<file path="src/rtl/alu_sequencer.sv">
`default_nettype none
// ============================================================================
// Module      : alu_sequencer
// Description : Program-memory driven sequencer that issues instructions to an
//               external ALU, with free-run, single-step and timeout handling.
// Revision    : 1.0 - initial release
// ============================================================================
module alu_sequencer (
  input  logic        clk,
  input  logic        btnU,
  input  logic        prog_we,
  input  logic [3:0]  prog_addr,
  input  logic [12:0] prog_data,
  input  logic        run,
  input  logic        step_mode,
  input  logic        btnC,
  output logic [3:0]  alu_op,
  output logic [7:0]  alu_data,
  output logic        alu_go,
  input  logic        alu_done,
  output logic [3:0]  pc,
  output logic        busy,
  output logic        halted,
  output logic        error
);

  localparam logic [3:0] C_WAIT_LIMIT = 4'd15;

  typedef enum logic [2:0] {
    S_IDLE  = 3'd0,
    S_FETCH = 3'd1,
    S_ISSUE = 3'd2,
    S_WAIT  = 3'd3,
    S_STEP  = 3'd4,
    S_HALT  = 3'd5
  } state_t;

  state_t      r_state;
  state_t      w_state_next;

  logic [12:0] r_mem [16];
  logic [12:0] r_ir;
  logic [3:0]  r_pc;
  logic [3:0]  r_alu_op;
  logic [7:0]  r_alu_data;
  logic [3:0]  r_wait_cnt;
  logic        r_error;

  logic        r_sync1;
  logic        r_sync2;
  logic        r_sync3;
  logic        r_step_pulse;

  logic        w_pc_clear;
  logic        w_pc_inc;
  logic        w_load_ir;
  logic        w_latch_alu;
  logic        w_cnt_clear;
  logic        w_cnt_inc;
  logic        w_err_set;
  logic        w_err_clear;
  logic        w_mem_we;
  logic [3:0]  w_cnt_plus1;

  assign w_cnt_plus1 = r_wait_cnt + 4'd1;
  assign w_mem_we    = prog_we && !btnU && (r_state == S_IDLE || r_state == S_HALT);

  // Program memory is deliberately left out of reset so a loaded program survives it.
  always_ff @(posedge clk) begin
    if (w_mem_we) begin
      r_mem[prog_addr] <= prog_data;
    end
  end

  always_ff @(posedge clk) begin
    if (btnU) begin
      r_sync1      <= 1'b0;
      r_sync2      <= 1'b0;
      r_sync3      <= 1'b0;
      r_step_pulse <= 1'b0;
    end else begin
      r_sync1      <= btnC;
      r_sync2      <= r_sync1;
      r_sync3      <= r_sync2;
      r_step_pulse <= r_sync2 & ~r_sync3;
    end
  end

  always_ff @(posedge clk) begin
    if (btnU) begin
      r_state <= S_IDLE;
    end else begin
      r_state <= w_state_next;
    end
  end

  always_comb begin
    w_state_next = r_state;
    w_pc_clear   = 1'b0;
    w_pc_inc     = 1'b0;
    w_load_ir    = 1'b0;
    w_latch_alu  = 1'b0;
    w_cnt_clear  = 1'b0;
    w_cnt_inc    = 1'b0;
    w_err_set    = 1'b0;
    w_err_clear  = 1'b0;
    case (r_state)
      S_IDLE: begin
        if (run) begin
          w_pc_clear   = 1'b1;
          w_err_clear  = 1'b1;
          w_state_next = S_FETCH;
        end
      end
      S_FETCH: begin
        w_load_ir    = 1'b1;
        w_state_next = S_ISSUE;
      end
      S_ISSUE: begin
        w_latch_alu  = 1'b1;
        w_cnt_clear  = 1'b1;
        w_state_next = S_WAIT;
      end
      S_WAIT: begin
        if (alu_done) begin
          if (r_ir[12]) begin
            w_state_next = S_HALT;
          end else if (step_mode) begin
            w_state_next = S_STEP;
          end else begin
            w_pc_inc     = 1'b1;
            w_state_next = S_FETCH;
          end
        end else if (w_cnt_plus1 == C_WAIT_LIMIT) begin
          // Fifteen silent WAIT cycles: give up on this instruction.
          w_err_set    = 1'b1;
          w_state_next = S_HALT;
        end else begin
          w_cnt_inc = 1'b1;
        end
      end
      S_STEP: begin
        if (r_step_pulse || !step_mode) begin
          w_pc_inc     = 1'b1;
          w_state_next = S_FETCH;
        end
      end
      S_HALT: begin
        if (!run) begin
          w_state_next = S_IDLE;
        end
      end
      default: begin
        w_state_next = S_IDLE;
      end
    endcase
  end

  always_ff @(posedge clk) begin
    if (btnU) begin
      r_pc       <= 4'd0;
      r_ir       <= 13'd0;
      r_alu_op   <= 4'd0;
      r_alu_data <= 8'd0;
      r_wait_cnt <= 4'd0;
      r_error    <= 1'b0;
    end else begin
      if (w_pc_clear) begin
        r_pc <= 4'd0;
      end else if (w_pc_inc) begin
        r_pc <= r_pc + 4'd1;
      end
      if (w_load_ir) begin
        r_ir <= r_mem[r_pc];
      end
      if (w_latch_alu) begin
        r_alu_op   <= r_ir[11:8];
        r_alu_data <= r_ir[7:0];
      end
      if (w_cnt_clear) begin
        r_wait_cnt <= 4'd0;
      end else if (w_cnt_inc) begin
        r_wait_cnt <= w_cnt_plus1;
      end
      if (w_err_clear) begin
        r_error <= 1'b0;
      end else if (w_err_set) begin
        r_error <= 1'b1;
      end
    end
  end

  // During ISSUE the ALU sees the instruction register directly; afterwards the latched copy.
  assign alu_op   = (r_state == S_ISSUE) ? r_ir[11:8] : r_alu_op;
  assign alu_data = (r_state == S_ISSUE) ? r_ir[7:0]  : r_alu_data;
  assign alu_go   = (r_state == S_ISSUE);
  assign pc       = r_pc;
  assign busy     = (r_state == S_FETCH) || (r_state == S_ISSUE) || (r_state == S_WAIT);
  assign halted   = (r_state == S_HALT);
  assign error    = r_error;

endmodule
`default_nettype wire

</file>
<file path="config.mk">
export PLATFORM = sky130hd
export DESIGN_NAME = alu_sequencer
export DESIGN_NICKNAME = d
export VERILOG_FILES = /design/src/rtl/alu_sequencer.sv
export SDC_FILE = /design/constraint.sdc
export NUM_CORES = 1
export LEC_CHECK = 0
export CAP_MARGIN = 0
export CORE_AREA = 8 8 123 170
export DETAILED_ROUTE_END_ITERATION = 8
export DIE_AREA = 0 0 131 178
export MAX_ROUTING_LAYER = met4
export PLACE_DENSITY_LB_ADDON = 0.1
export SLEW_MARGIN = 20
export SYNTH_ARGS = -nofsm -noshare
export SYNTH_HDL_FRONTEND = slang
export SYNTH_SLANG_ARGS = --single-unit
</file>
<file path="constraint.sdc">
create_clock -name clk -period 3.4 [get_ports clk]
set_clock_uncertainty 0.15 [all_clocks]
set_input_delay 1.02 -clock clk [delete_from_list [all_inputs] [get_ports clk]]
set_output_delay 1.02 -clock clk [all_outputs]
set_load 0.02 [all_outputs]
</file>
==> run summary, run 1 <==
Timing
* **RSZ-0062 raised after global routing** false
* **Final setup violation count** 0
* **headroom to the max-slew limit** 35.9%
* **measured slew at the worst slew-check pin** 0.959 ns
* **max-slew violations** 0
* **setup tns final** 0 ns
* **final critical delay including setup and external delays** 3.08 ns
* **hold violation total from the final report** 0
* **crit share post-route** 90.7%
* **maximum achievable frequency** 324 MHz

Setup path
* **critical path launch point type** register
* **launch point of the worst reg-to-reg path** pc[0]
* **worst path required time** 2.23 ns
* **capturing point of the worst reg2reg path** r_ir[10]
* **critical path arrival** 1.91 ns
* **crit path capture type** output pin
* **last element of the critical path** halted
* **worst-path fanout max** 12
* **Worst Setup Path Type** register to output pin
* **CP startpoint** r_state[2]
* **R2R setup slack** 0.97 ns
* **Register-to-Register Path Depth** 5

Global routing
* **first-pass GRT wire length** 31,900 µm
* **overflow left after global routing** 0
* **GRT Total Usage** 19.0%
* **number of global-route vias before repair** 5,419
* **antenna violations before repair** 0
* **largest net degree at the start of global routing** 36

Yosys
* **Seq/Total Area, Yosys** 71.8%
* **number of flops mapped to enable cells by yosys** 208
* **distinct cell type count after synthesis** 53
* **parity-gate share of the synthesized area counting xor and xnor cells** 0.712%
* **number of instances in the synthesized netlist** 537
* **most common cell in the synthesized netlist** sky130_fd_sc_hd__edfxtp_1
* **top post-synthesis cells by count** 208 x sky130_fd_sc_hd__edfxtp_1, 41 x sky130_fd_sc_hd__dfxtp_1, 39 x sky130_fd_sc_hd__mux4_2
* **portion of netlist area occupied by mux cells** 14.1%
* **synthesized-area fraction occupied by ao, oa, aoi and oai cells** 4.79%
* **area share of the largest cell type after synthesis** 63.5%
* **Post-Syn Area per Cell** 18.3 µm²
* **share of synthesized cell area in and, or, nand and nor gates** 6.28%
* **post-synthesis instance area** 9840 µm²
* **dominant cell type by area after synthesis** sky130_fd_sc_hd__edfxtp_1
* **top post-synthesis cells by area** sky130_fd_sc_hd__edfxtp_1 63%, sky130_fd_sc_hd__mux4_2 8.9%, sky130_fd_sc_hd__dfxtp_1 8.3%
* **post-synthesis net count** 564
* **yosys synthesis warning count** 0
* **adder-cell area share of the yosys netlist** 0.381%
* **dominant combinational cell family by area after synthesis** multiplexers
* **dominant register cell in the synthesized netlist** sky130_fd_sc_hd__edfxtp_1
* **flop and latch count out of synthesis** 249
* **fraction of registers with async set/reset** 0%

Route
* **mean routed wirelength per cell** 23.6 µm
* **wirelength, routed** 20,700 µm
* **DRC violation count after routing** 0
* **Antenna Violating Nets Remaining** 0
* **count of TritonRoute iterations in the first routing pass** 4
* **vias after detailed routing** 5,162
* **first-iteration detailed-routing DRC count** 400
* **routed via count divided by cell count** 5.91

Clocking
* **number of buffers between clock root and the deepest sink** 3
* **hold-fix buffer count after cts** 0
* **post-CTS clock slew at the launch and capture registers of the worst setup and hold paths** 0.06 ns
* **CTS Buf Count** 23
* **depth of the CTS H-tree** 1
* **number of clock sinks seen by CTS** 249
* **clk root buf** sky130_fd_sc_hd__clkbuf_16
* **TritonCTS clock tree** done
* **Skew-Pair Late Insertion Delay** 0.51 ns
* **post-CTS setup-driven buffer insertion count** 0
* **Resized Gates After CTS** 1

Power and ir drop
* **Pwr per Cell Area** 547 nW/µm²
* **worst vdd ir** 0.497 mV
* **Total Power Consumption** 0.00630 W
* **leakage power summed over all cells** 3.84 nW

Place
* **dpl cells** 833
* **total placed instance area** 10,700 µm²
* **Final Wtd Congestion** 0.829
* **buffers added on ports** 43
* **detailed placement HPWL** 13,900 µm

Floorplan
* **die area** 23,300 µm²
* **Site Rows** 59
* **initial core utilization** 53.5%
* **total core area** 18,400 µm²
* **top-level I/O count** 44
* **Vert. Die Dim** 178 µm
* **die width** 131 µm

Final layout
* **post-route standard cell area excluding fillers** 11,500 µm²
* **number of nets in the final layout** 641
* **P&R area growth vs syn** 17.0%
* **fraction of the core area covered by cells at the end of the flow** 62.7%
* **Cell Count, Final, Fillers Out** 874
* **Ant. Diodes** 0
* **ratio of cells with drive above 1 in the final layout** 23.7%

Run status
* **run status** complete, no violations

Min path
* **Hold Path Class** register to register

Job
* **maximum capacitance violations** 0

power breakdown:
part	internal, W	switching (W)	leakage [nW]
Clock	0.00158	0.00106	0.381
Sequential	0.00334	0.0000226	2.21
Combinational	0.000120	0.000169	1.25
Total	0.00504	0.00125	3.84
kinds of logic (layout without fill, tap and decap cells):
group                      Yosys count  count (layout)
DFF                                249             249
and+or+nand+nor                    105             105
muxes                               88              88
AOI/OAI and AO/OA                   53              53
buffers and inverters               31             124
xor gates and xnor gates             8               8
adders and majority gates            3               3
metal layers:
| layer | wire, µm | GRT usage (%) | part of all wire [%] |
|---|---|---|---|
| met3 | 1180 | 3.26 | 5.7 |
| met4 | 598 | 6.19 | 2.9 |
| met5 | 0 | - | 0 |
| met1 | 8090 | 22.6 | 39 |
| met2 | 10800 | 32.0 | 52 |
registers in the layout, summed over array words and instances (netlist names):
register and flops:
r_mem 208, r_ir 13, r_alu_data 8, pc 4, r_alu_op 4, r_wait_cnt 4, r_state 3, error 1
r_step_pulse 1, r_sync1 1, r_sync2 1, r_sync3 1
metrics by stage:
step	hold slack, ns	setup slack, ns
6_report	0.251	0.316
2_1_floorplan	0.217	0.250
3_5_place_dp	0.235	0.177
5_1_grt	0.282	0.192
3_3_place_gp	0.227	0.199
4_1_cts	0.255	0.00960
how the worst min path moves through the flow:
stage                     startpoint      endpoint  slack, ns  cells after the start
final                        r_sync3  r_step_pulse       0.25                      1
after global routing         r_sync3  r_step_pulse       0.28                      1
after CTS                    r_sync3  r_step_pulse       0.26                      1
after detailed placement     r_sync3  r_step_pulse       0.24                      1
after global placement       r_sync3  r_step_pulse       0.23                      1
after floorplan              r_sync3  r_step_pulse       0.22                      1
final cells by class:
type,count,area (µm²)
clock inverter,12,138
inverter,4,15.0
multi-input combinational,257,2600
clock buffer,29,649
tap,244,305
timing repair buffer,79,738
sequential,249,7070
fill,1320,6860
worst max-delay path, stage by stage, from the launching register on:
cell,delay [ns]
sky130_fd_sc_hd__dfxtp_1,0.38
sky130_fd_sc_hd__buf_4,0.21
sky130_fd_sc_hd__inv_1,0.10
sky130_fd_sc_hd__nor2_1,0.13
sky130_fd_sc_hd__clkdlybuf4s50_1,0.61
cell usage in the layout, fill, tap and decap left out, types with 5 or more instances in the layout:
master / count
sky130_fd_sc_hd__dfxtp_1: 38
sky130_fd_sc_hd__mux2_2: 14
sky130_fd_sc_hd__nor2_1: 32
sky130_fd_sc_hd__xnor2_1: 6
sky130_fd_sc_hd__buf_4: 35
sky130_fd_sc_hd__mux4_2: 39
sky130_fd_sc_hd__a221oi_2: 6
sky130_fd_sc_hd__nand2b_1: 12
sky130_fd_sc_hd__a22oi_1: 6
sky130_fd_sc_hd__nand2_1: 7
sky130_fd_sc_hd__clkdlybuf4s50_1: 31
sky130_fd_sc_hd__a21oi_1: 6
sky130_fd_sc_hd__a221o_1: 5
sky130_fd_sc_hd__nand3b_1: 5
sky130_fd_sc_hd__edfxtp_1: 208
sky130_fd_sc_hd__nor2b_1: 25
sky130_fd_sc_hd__mux2i_1: 35
sky130_fd_sc_hd__clkbuf_16: 24
sky130_fd_sc_hd__dlymetal6s2s_1: 12
sky130_fd_sc_hd__o21ai_1: 6
Power figures use the tool's default switching activity.
==> run 2, diff against run 1 <==
GPL_TIMING_DRIVEN = 0   (was default)
==> run 2 against run 1 <==
Wire length rose by 5.1%. Sequential cell count did not move. Fmax fell by 7.1%. Combinational power rose by 7.6%. Largest cell class unchanged. Largest power group unchanged. Highest routed layer unchanged.
==> run summary, run 2 (synthesized netlist as in run 1, its figures left out) <==
Final layout
* **number of nets in the final layout** 646, +0.78%
* **ratio of cells with drive above 1 in the final layout** 25.3%, +1.7 points
* **largest registers** r_mem x208, r_ir x13, r_alu_data x8
* **most common cell after layout, fill and taps aside** sky130_fd_sc_hd__edfxtp_1
* **Ant. Diodes** 0, unchanged
* **flip-flop count of the largest register, all copies and words added** 208, unchanged
* **P&R area growth vs syn** 17.5%
* **register bank with the most flops** r_mem
* **commonest cells after routing, fill and taps aside** 208 x sky130_fd_sc_hd__edfxtp_1, 41 x sky130_fd_sc_hd__dfxtp_1, 39 x sky130_fd_sc_hd__mux4_2
* **fraction of the core area covered by cells at the end of the flow** 62.9%, +0.27 points

Floorplan
* **Site Rows** 59, unchanged
* **total core area** 18,400 µm², unchanged
* **die width** 131 µm, unchanged
* **initial core utilization** 53.5%, unchanged
* **Vert. Die Dim** 178 µm, unchanged
* **die area** 23,300 µm², unchanged
* **top-level I/O count** 44, unchanged

Clocking
* **number of clock sinks seen by CTS** 249, unchanged
* **depth of the CTS H-tree** 1, unchanged
* **TritonCTS clock tree** done
* **hold-fix buffer count after cts** 0, unchanged
* **clk root buf** sky130_fd_sc_hd__clkbuf_16
* **Skew-Pair Late Insertion Delay** 0.51 ns, about the same
* **post-CTS clock slew at the launch and capture registers of the worst setup and hold paths** 0.06 ns, about the same
* **CTS Buf Count** 24, +4.3%
* **number of buffers between clock root and the deepest sink** 3, unchanged

Timing
* **hold violation total from the final report** 0, unchanged
* **Final setup violation count** 0, unchanged
* **headroom to the max-slew limit** 32.1%, -3.8 points
* **measured slew at the worst slew-check pin** 1.01 ns, +0.0555 ns
* **RSZ-0062 raised after global routing** false
* **maximum achievable frequency** 301 MHz, -7.1%
* **max-slew violations** 0, unchanged
* **crit share post-route** 97.7%, +7.0 points
* **final critical delay including setup and external delays** 3.32 ns, +0.237 ns

Route
* **DRC violation count after routing** 0, unchanged
* **wirelength, routed** 21,700 µm, +5.1%
* **first-iteration detailed-routing DRC count** 416, +4.0%
* **mean routed wirelength per cell** 24.7 µm, +4.4%
* **vias after detailed routing** 5,148, -0.27%
* **Antenna Violating Nets Remaining** 0, unchanged
* **count of TritonRoute iterations in the first routing pass** 4, unchanged
* **routed via count divided by cell count** 5.85, -0.95%

Setup path
* **worst path required time** 2.23 ns, about the same
* **critical path arrival** 2.15 ns, +0.24 ns
* **critical path launch point type** register
* **Worst Setup Path Type** register to output pin
* **crit path capture type** output pin
* **worst-path fanout max** 10, -2

Place
* **detailed placement HPWL** 14,400 µm, +3.8%
* **Final Wtd Congestion** 0.857, +3.3%
* **buffers added on ports** 42, -2.3%

Global routing
* **largest net degree at the start of global routing** 17, -53%
* **antenna violations before repair** 0, unchanged
* **number of global-route vias before repair** 5,320, -1.8%
* **first-pass GRT wire length** 32,900 µm, +2.9%
* **GRT Total Usage** 19.8%, +0.79 points
* **overflow left after global routing** 0, unchanged

Power and ir drop
* **Total Power Consumption** 0.00642 W, +1.9%
* **Pwr per Cell Area** 555 nW/µm², +1.5%
* **worst vdd ir** 0.474 mV, -4.5%
* **leakage power summed over all cells** 3.70 nW, -3.5%

Run status
* **run status** complete, no violations

Min path
* **Hold Path Class** register to register

Job
* **maximum capacitance violations** 0, unchanged

==> run 2: changes by cell type in the layout (fill, tap and decap cells not counted), sizes merged <==
cell	before	now
dlygate4sd2	0	6
clkinvlp	3	1
clkdlybuf4s50	31	29
clkbuf	29	39
clkdlybuf4s15	0	2
dlymetal6s2s	12	1
buf	36	38
clkinv	6	7
==> run 2: stage by stage <==
stage / hold slack, ns / worst slack (ns) / cell area, µm² / std cells / setup TNS [ns]
after floorplan: 0.217 / 0.250 / 9840 / 537 / 0
after global placement: 0.228 / -1.07 / 10600 / 823 / -110.33
after detailed placement: 0.248 / -0.338 / 10700 / 833 / -17.61
after CTS: 0.255 / 0.00494 / 11600 / 880 / 0
after global routing: 0.277 / 0.00271 / 11600 / 880 / 0
final: 0.248 / 0.0791 / 11600 / 880 / 0
==> run 2: worst max-delay path: stages (launching register included) <==
cell	delay, ns
sky130_fd_sc_hd__dfxtp_1	0.34
sky130_fd_sc_hd__buf_4	0.18
sky130_fd_sc_hd__nor3b_4	0.26
sky130_fd_sc_hd__buf_6	0.18
sky130_fd_sc_hd__mux2_2	0.35
sky130_fd_sc_hd__dlygate4sd2_1	0.33
==> run 2: layer usage <==
| layer | GRT usage, % | wire (µm) | up-vias |
|---|---|---|---|
| met4 | 5.62 | 480 | 0 |
| met1 | 25.0 | 8950 | 2672 |
| met3 | 2.93 | 1110 | 38 |
| met5 | - | 0 | - |
| met2 | 32.6 | 11200 | 146 |
| li1 | - | - | 2292 |
==> run 2: power breakdown <==
| part | leakage, nW | internal [W] | switching (W) | total [W] |
|---|---|---|---|---|
| clock network | 0.405 | 0.00165 | 0.00109 | 0.00274 |
| logic | 1.09 | 0.000128 | 0.000183 | 0.000311 |
| registers | 2.20 | 0.00335 | 0.0000208 | 0.00337 |
| total | 3.70 | 0.00513 | 0.00129 | 0.00642 |
==> run 2: final timing paths <==
path                    from            to  slack [ns]  cells past startpoint
setup / recovery  r_state[0]   alu_data[5]        0.08                      5
hold / removal       r_sync3  r_step_pulse        0.25                      1
setup reg to reg  r_state[0]  r_mem[0][10]        0.39                      5
hold reg to reg      r_sync3  r_step_pulse        0.25                      1
==> run 2: area by class of cell <==
type	instances	area [µm²]
Tap cell	244	305
Multi-Input combinational cell	257	2640
Clock inverter	11	128
Inverter	4	15.0
Buffer	27	183
Timing Repair Buffer	56	542
Sequential cell	249	7070
Clock buffer	32	693
Fill cell	1294	6810
==> run 2: repair_timing <==
item / 4_1_cts / 5_1_grt
endpoints found under the hold margin: 0 / 0
endpoints found under the setup margin: 13 / 10
setup buffers: 4 / 0
pin swaps: 1 / 1
gates resized for setup: 24 / 6
==> run 3, diff against run 2 <==
CORE_AREA = 8 8 142 197   (was 8 8 123 170)
DIE_AREA = 0 0 150 205   (was 0 0 131 178)
clock period = 3.55 ns   (was 3.4 ns; I/O delays follow)
==> run 3 against run 2 <==
Combinational power fell by 6%. First-iteration DRC count fell by 23%. Register-to-register slack improved by 0.20 ns. Sequential share of layout area fell by 0.24 points. Critical path depth did not move. Wire length rose by 6.9%. Highest routed layer unchanged. Largest power group unchanged. Worst hold slack got worse by 0.0089 ns. Critical endpoint is now alu_data[1]. Critical path type unchanged. Die area rose by 32%.
==> run summary, run 3 (synthesized netlist as in run 1, its figures left out) <==
Run status
* **run status** complete, no violations

Final layout
* **Ant. Diodes** 0, unchanged
* **most common cell after layout, fill and taps aside** sky130_fd_sc_hd__edfxtp_1
* **post-route standard cell area excluding fillers** 11,600 µm², +0.39%
* **register bank with the most flops** r_mem
* **P&R area growth vs syn** 18.0%
* **flip-flop count of the largest register, all copies and words added** 208, unchanged
* **largest registers** r_mem x208, r_ir x13, r_alu_data x8
* **number of nets in the final layout** 649, +0.46%
* **ratio of cells with drive above 1 in the final layout** 24.0%, -1.3 points
* **fraction of the core area covered by cells at the end of the flow** 46.4%, -17 points
* **commonest cells after routing, fill and taps aside** 208 x sky130_fd_sc_hd__edfxtp_1, 41 x sky130_fd_sc_hd__dfxtp_1, 39 x sky130_fd_sc_hd__mux4_2

Place
* **buffers added on ports** 42, unchanged
* **Final Wtd Congestion** 0.797, -7.0%
* **detailed placement HPWL** 15,900 µm, +10%
* **total placed instance area** 10,900 µm², +1.5%

Setup path
* **family with the most delay on the worst path** buffers and inverters
* **launch point of the worst reg-to-reg path** r_state[2]
* **worst-path fanout max** 10, unchanged
* **worst path required time** 2.33 ns, +0.10 ns
* **critical path arrival** 2.22 ns, +0.07 ns
* **capturing point of the worst reg2reg path** r_mem[0][12]
* **crit path capture type** output pin
* **cell with the largest stage delay on the worst path** sky130_fd_sc_hd__mux2_2
* **critical path launch point type** register
* **cell-by-cell trace of the critical path** buf_2 -> nor3b_4 -> buf_6 -> mux2_2 -> dlygate4sd2_1
* **Worst Setup Path Type** register to output pin
* **delay of the slowest critical-path stage** 0.36 ns, about the same
* **R2R setup slack** 0.59 ns, +0.20 ns
* **buffering stage count on the worst path with inverters included** 3, unchanged
* **Register-to-Register Path Depth** 5, unchanged
* **stages on the worst setup path** 5, unchanged

Route
* **vias after detailed routing** 5,085, -1.2%
* **routed via count divided by cell count** 5.30, -9.5%
* **Antenna Violating Nets Remaining** 0, unchanged
* **wirelength, routed** 23,200 µm, +6.9%
* **count of TritonRoute iterations in the first routing pass** 4, unchanged
* **DRC violation count after routing** 0, unchanged
* **mean routed wirelength per cell** 24.2 µm, -2.0%
* **first-iteration detailed-routing DRC count** 320, -23%

Power and ir drop
* **share of total power in the clock network** 40.3%, -2.4 points
* **combinational cell fraction of total power** 5.0%, +0.2 points
* **power share of the sequential group** 54.8%, +2.3 points
* **power spent charging and discharging nets** 0.00127 W, -1.9%
* **Pwr per Cell Area** 507 nW/µm², -8.6%
* **leakage power summed over all cells** 3.67 nW, -1.1%
* **worst vdd ir** 0.318 mV, -33%
* **internal power consumption** 0.00462 W, -9.8%
* **net switching fraction of the power** 21.5%, +1.4 points

Timing
* **max-slew violations** 0, unchanged
* **final critical delay including setup and external delays** 3.44 ns
* **RSZ-0062 raised after global routing** false
* **setup tns final** 0 ns, unchanged
* **Final setup violation count** 0, unchanged
* **headroom to the max-slew limit** 40.6%, +8.4 points
* **hold violation total from the final report** 0, unchanged
* **maximum achievable frequency** 291 MHz
* **measured slew at the worst slew-check pin** 0.889 ns, -0.126 ns
* **crit share post-route** 96.9%

Floorplan
* **Site Rows** 69, +17%
* **Vert. Die Dim** 205 µm, +15%
* **top-level I/O count** 44, unchanged
* **die width** 150 µm, +15%
* **die area** 30,800 µm², +32%
* **total core area** 25,000 µm², +36%
* **initial core utilization** 39.3%, -14 points

Global routing
* **largest net degree at the start of global routing** 17, unchanged
* **GRT Total Usage** 15.9%, -3.9 points
* **first-pass GRT wire length** 34,600 µm, +5.4%
* **number of global-route vias before repair** 5,424, +2.0%
* **overflow left after global routing** 0, unchanged
* **antenna violations before repair** 0, unchanged

Clocking
* **TritonCTS clock tree** done
* **number of clock sinks seen by CTS** 249, unchanged
* **clk root buf** sky130_fd_sc_hd__clkbuf_16
* **post-CTS clock slew at the launch and capture registers of the worst setup and hold paths** 0.06 ns, about the same
* **depth of the CTS H-tree** 1, unchanged
* **CTS Buf Count** 25, +4.2%
* **Skew-Pair Late Insertion Delay** 0.53 ns, +0.02 ns
* **number of buffers between clock root and the deepest sink** 3, unchanged

Job
* **maximum capacitance violations** 0, unchanged

Min path
* **hold path depth** 1, unchanged
* **hold wc startpoint** r_sync3
* **endpoint of the worst hold path** r_step_pulse
* **Hold Path Class** register to register

run 3: cell count changes in the layout (fill, tap and decap cells not counted), moves of 3 or more:
cell                            previous run  this run
sky130_fd_sc_hd__dlygate4sd2_1             6        12
sky130_fd_sc_hd__buf_8                     3         8
sky130_fd_sc_hd__clkbuf_1                 10        15
sky130_fd_sc_hd__buf_2                    11         8
sky130_fd_sc_hd__bufinv_16                 3         0
sky130_fd_sc_hd__clkinv_1                  2         5
run 3: layout make-up:
class / instances / area, µm²
repair buffers: 58 / 597
clock buffers: 34 / 659
plain buffers: 27 / 180
flip-flops and latches: 249 / 7070
clock inverters: 12 / 60.1
inverters: 4 / 15.0
multi-input cells: 257 / 2640
well taps: 319 / 399
fillers: 2179 / 13400
run 3: how the worst max path moves through the flow:
stage | slack, ns | end | from
after floorplan | 0.35 | r_mem[2][0] | btnU
after global placement | -1.26 | r_mem[2][2] | prog_we
after detailed placement | -0.15 | r_mem[0][10] | prog_we
after CTS | 0.07 | alu_data[1] | r_state[2]
after global routing | 0.02 | alu_op[2] | r_state[2]
final | 0.11 | alu_data[1] | r_state[2]
run 3: stage by stage:
step	setup slack, ns	cells	power, W	hold slack, ns
after floorplan	0.355	537	0.00344	0.217
after global placement	-1.26	898	0.00357	0.232
after detailed placement	-0.153	913	0.00359	0.227
after CTS	0.0661	960	0.00596	0.243
after global routing	0.0180	960	0.00608	0.251
final	0.111	960	0.00589	0.239
run 3: worst register-to-register path: cells and delay by family (launching register included):
family	cells	cell delay [ns]
xor+xnor	1	0.14
buf+inv	1	0.26
flops	1	0.37
simple gates	3	1.65
run 3: timing repair:
item	4_1_cts	5_1_grt
setup endpoints to repair	13	0
hold buffers	0	0
setup buffers	1	0
gates resized for setup	13	0
run 3: power by group through the flow:
stage          registers [W]  clock network, W  logic (W)
4_1_cts              0.00323           0.00243   0.000299
2_1_floorplan        0.00328                 0   0.000160
3_3_place_gp         0.00329                 0   0.000281
3_5_place_dp         0.00329                 0   0.000298
5_1_grt              0.00323           0.00254   0.000317
6_report             0.00322           0.00237   0.000293
run 3: per-layer routing:
metal	vias up	GRT usage, %	share of wire [%]
li1	2311	-	-
met1	2599	18.8	41
met2	139	27.2	52
met3	36	2.41	4.6
met4	0	5.26	2.3
met5	-	-	0
